$ cat src/rtl/tc_timer.sv
// rtl/tc_timer.sv - memory-mapped down-counter timer with one-shot/auto-reload modes and masked IRQ
module tc_timer (
    input  logic        clk,
    input  logic        reset,
    input  logic [31:0] Addr,
    input  logic        WE,
    input  logic [31:0] Din,
    output logic [31:0] Dout,
    output logic        IRQ
);

    typedef enum logic [1:0] {
        S_IDLE = 2'd0,
        S_LOAD = 2'd1,
        S_CNT  = 2'd2,
        S_INT  = 2'd3
    } state_t;

    state_t      state;
    logic [3:0]  ctrl;
    logic [31:0] preset;
    logic [31:0] count;
    logic        irq_flag;
    logic        auto_reload;
    logic        unused_addr;

    assign auto_reload = (ctrl[2:1] == 2'b01);
    assign unused_addr = ^{Addr[31:4], Addr[1:0]};

    always_ff @(posedge clk or posedge reset) begin
        if (reset) begin
            state    <= S_IDLE;
            ctrl     <= 4'd0;
            preset   <= 32'd0;
            count    <= 32'd0;
            irq_flag <= 1'b0;
        end else begin
            case (state)
                S_IDLE: begin
                    if (ctrl[0]) state <= S_LOAD;
                end
                S_LOAD: begin
                    count <= preset;
                    state <= S_CNT;
                end
                S_CNT: begin
                    if (!ctrl[0]) begin
                        state <= S_IDLE;
                    end else if (count > 32'd1) begin
                        count <= count - 32'd1;
                    end else begin
                        // A count of 0 or 1 both terminate, so the counter never wraps.
                        count    <= 32'd0;
                        irq_flag <= 1'b1;
                        state    <= S_INT;
                    end
                end
                S_INT: begin
                    if (auto_reload) irq_flag <= 1'b0;
                    else             ctrl[0]  <= 1'b0;
                    state <= S_IDLE;
                end
                default: state <= S_IDLE;
            endcase

            // Bus writes come last so they override FSM updates to ctrl and the flag.
            if (WE) begin
                case (Addr[3:2])
                    2'd0: begin
                        ctrl     <= Din[3:0];
                        irq_flag <= 1'b0;
                    end
                    2'd1:    preset <= Din;
                    default: ;
                endcase
            end
        end
    end

    always_comb begin
        Dout = 32'd0;
        case (Addr[3:2])
            2'd0:    Dout = {28'd0, ctrl};
            2'd1:    Dout = preset;
            2'd2:    Dout = count;
            default: Dout = 32'd0;
        endcase
    end

    assign IRQ = ctrl[3] & irq_flag;

endmodule

$ cat config.mk
export PLATFORM = sky130hd
export DESIGN_NAME = tc_timer
export DESIGN_NICKNAME = d
export VERILOG_FILES = /design/src/rtl/tc_timer.sv
export SDC_FILE = /design/constraint.sdc
export NUM_CORES = 1
export LEC_CHECK = 0
export CORE_MARGIN = 2
export CORE_UTILIZATION = 50
export CTS_CLUSTER_DIAMETER = 40
export DETAILED_ROUTE_END_ITERATION = 16
export PLACE_DENSITY = 0.79
export SYNTH_ARGS = -nofsm -noshare
export SYNTH_HDL_FRONTEND = slang
export SYNTH_SLANG_ARGS = --single-unit
$ cat constraint.sdc
create_clock -name clk -period 3.1 [get_ports clk]
set_input_delay 0.31 -clock clk [delete_from_list [all_inputs] [get_ports clk]]
set_output_delay 0.31 -clock clk [all_outputs]
set_load 0.02 [all_outputs]
==> metrics.yaml <==
status: "completed"
worstMarginPinSlew_ns: 0.653
tns_ns: 0
cts_resized: 0
layout_min_cycle_time_ns: 2.64
max_freq_mhz: 378
rows: 33
dieArea_um2: 9000
synth_area_um2: 4130
cts_made_buffers: 9
crit_chain: "clkdlybuf4s50_1 -> nor2b_2 -> buf_4 -> a22o_1 -> clkdlybuf4s50_1"
synth_top_area_frac: 0.430
start_util: 0.510
overflow: 0
multi_input_area_um2: 2190
hold_violations: 0
synth_top_cells_by_area: "dfrtp_1, mux2_2, a22o_1"
cts.clk_slew.worst_paths_ns: 0.08
cts_max_path_buffers: 2
syn_to_final_growth_pct: 25.0
rsz0062_at_grt: "no"
yosysWarnings: 0
cts_sinks: 71
cts_tree: "yes"
place.gp.congestion: 0.889
cp_max_fo: 33
p_switching_mw: 1.84
pre_cts_ws_ns: 0.513
syn_avg_cell_area_um2: 9.85
antenna_found_initial: 0
ioPinCount: 100
syn-num-nets: 488
yosys_register_bits: 71
drive_gt1_frac: 0.160
grt_pass1_wl_um: 19000
setup_viol: 0
htree_num_levels: 3
track_usage: 0.273
fin_nets: 544
synth.yosys.seq_area_share: 0.430
place_inst: 569
crit_top_cell: "clkdlybuf4s50_1"
vias_per_cell: 6.61
fillers: 679
vias: 3867
cts-root-buf: "clkbuf_8"
n_antenna_cell: 0
combPwrFrac: 0.404
fin_cells: 585
power_frac_seq: 0.396
hp-class: "in2async"
grt_max_degree: 34
drv_cap: 0
post_cts_buffers: 0
regArea_um2: 1780
netlist_instances: 419
grt_pass1_vias: 3840
final_max_slew_viol_count: 0
fin_skew_ns: 0.00770
hold_slack_ns: 0.288
die_w_um: 94.9
critPathSlowestCell: "clkdlybuf4s50_1"
die_height_um: 94.9
drc: 0
start_kind: "input port"
coreArea_um2: 8090
slew_headroom: 0.561
final_util: 0.638
clkLatencyLatePin_ns: 0.36
drtIter0Drc: 367
drt-total-wl_um: 11600
crit_required_ns: 2.79
cp.arrival_ns: 2.33
ant_nets: 0
numPortBuffers: 69
cts_hold_buffers: 0
synth_edf_count: 0
internal-power_mw: 2.51
synth_cell_types: 57
r2r_cells: 5
synthArstFlopShare: 1.00
period_share: 0.853
power_leakage_nw: 2.03
fin_ws_ns: 0.456
p_clk_frac: 0.199
p_per_area_nw_per_um2: 842
yosys.area.top_type: "dfrtp_1"
place_hpwl_um: 7590
wire_per_inst_um: 19.9
cp-end-kind: "output pin"
synth_flop_cell: "dfrtp_1"
path_class: "in2out"
dr.pass1.iters: 5
ir_drop_uv: 422
p_sw_frac: 0.423
max_stage_delay_ns: 0.62
-- placed cells by master, fill, tap and decap left out, drive strengths merged, types with 3 or more instances in the layout --
cell and n:
inv 6, o311ai 10, nand3b 4, nor3 10, and2 4, nand3 29
a22oi 12, mux2i 4, or4 5, nand4 15, a31oi 5, o211ai 7
a21oi 7, a22o 28, nand2b 3, clkdlybuf4s50 69, nand2 36, mux2 35
or3 3, a2bb2oi 3, clkbuf 11, o21ai 10, a32oi 8, dfrtp 71
buf 14, nor2b 5, o31ai 3, nor2 20, nor4 10
-- synth_stat cells, types with 5 or more instances --
cell type / count
clkbuf_1: 30
nor4_1: 8
dfrtp_1: 71
a32oi_1: 8
mux2_2: 35
a22o_1: 28
inv_1: 6
a21oi_1: 7
nor3_1: 9
nor2_1: 20
nor2b_1: 5
a22oi_1: 12
a31oi_1: 5
o311ai_0: 10
o21ai_0: 10
nand2_1: 36
o211ai_1: 7
nand3_1: 29
nand4_1: 13
buf_1: 5
-- final timing paths --
kind,to,slack [ns],start
max,Dout[16],0.46,Addr[3]
max reg2reg,count[27]$_DFFE_PP0P_,0.49,count[16]$_DFFE_PP0P_
max in group asynchronous,count[22]$_DFFE_PP0P_,2.03,reset
min,preset[6]$_DFFE_PP0P_,0.29,reset
min reg2reg,count[9]$_DFFE_PP0P_,0.52,preset[9]$_DFFE_PP0P_
min in group clk,count[9]$_DFFE_PP0P_,0.52,preset[9]$_DFFE_PP0P_
-- power groups by stage --
stage	registers [mW]	logic (mW)	clock network, mW
2_1_floorplan	1.50	1.33	0
3_3_place_gp	1.69	1.67	0
3_5_place_dp	1.72	1.73	0
4_1_cts	1.70	1.75	0.870
5_1_grt	1.78	1.91	0.911
6_report	1.72	1.76	0.866
-- sequential cells by signal, summed over array words and instances, names as in the netlist --
signal    cells
count        32
preset       32
ctrl          4
state         2
irq_flag      1
-- kinds of logic after synthesis --
family          Yosys count  share of synthesized area
buf+inv                  45                     0.0418
simple gates            155                      0.214
mux                      39                      0.105
fa+ha+maj                 2                    0.00606
flops                    71                      0.430
compound gates          107                      0.202
-- metrics by stage --
| stage | power (mW) | instance area, um^2 |
|---|---|---|
| 4_1_cts | 4.32 | 5160 |
| 3_3_place_gp | 3.37 | 4930 |
| 5_1_grt | 4.60 | 5160 |
| 6_report | 4.35 | 5160 |
| 2_1_floorplan | 2.82 | 4130 |
| 3_5_place_dp | 3.44 | 4930 |
-- worst max-delay path, delay by kind of cell --
family,cells,cell delay (ns)
buffers and inverters,3,1.58
AOI/OAI and AO/OA,1,0.25
and+or+nand+nor,1,0.18
-- layout make-up --
cell class,count,area share
Timing Repair Buffer,83,0.157
Tap cell,105,0.0255
Clock inverter,5,0.0155
Sequential cell,71,0.344
Clock buffer,11,0.0293
Multi-Input combinational cell,303,0.424
Inverter,7,0.00509
-- per-layer routing --
metal,GRT usage,vias to the layer above,wire (um)
met5,0,-,0
met4,0.129,0,360
met3,0.0583,38,754
met2,0.447,200,5600
met1,0.345,1895,4930
li1,-,1734,-
No activity file was read; power rests on OpenSTA's default activity.
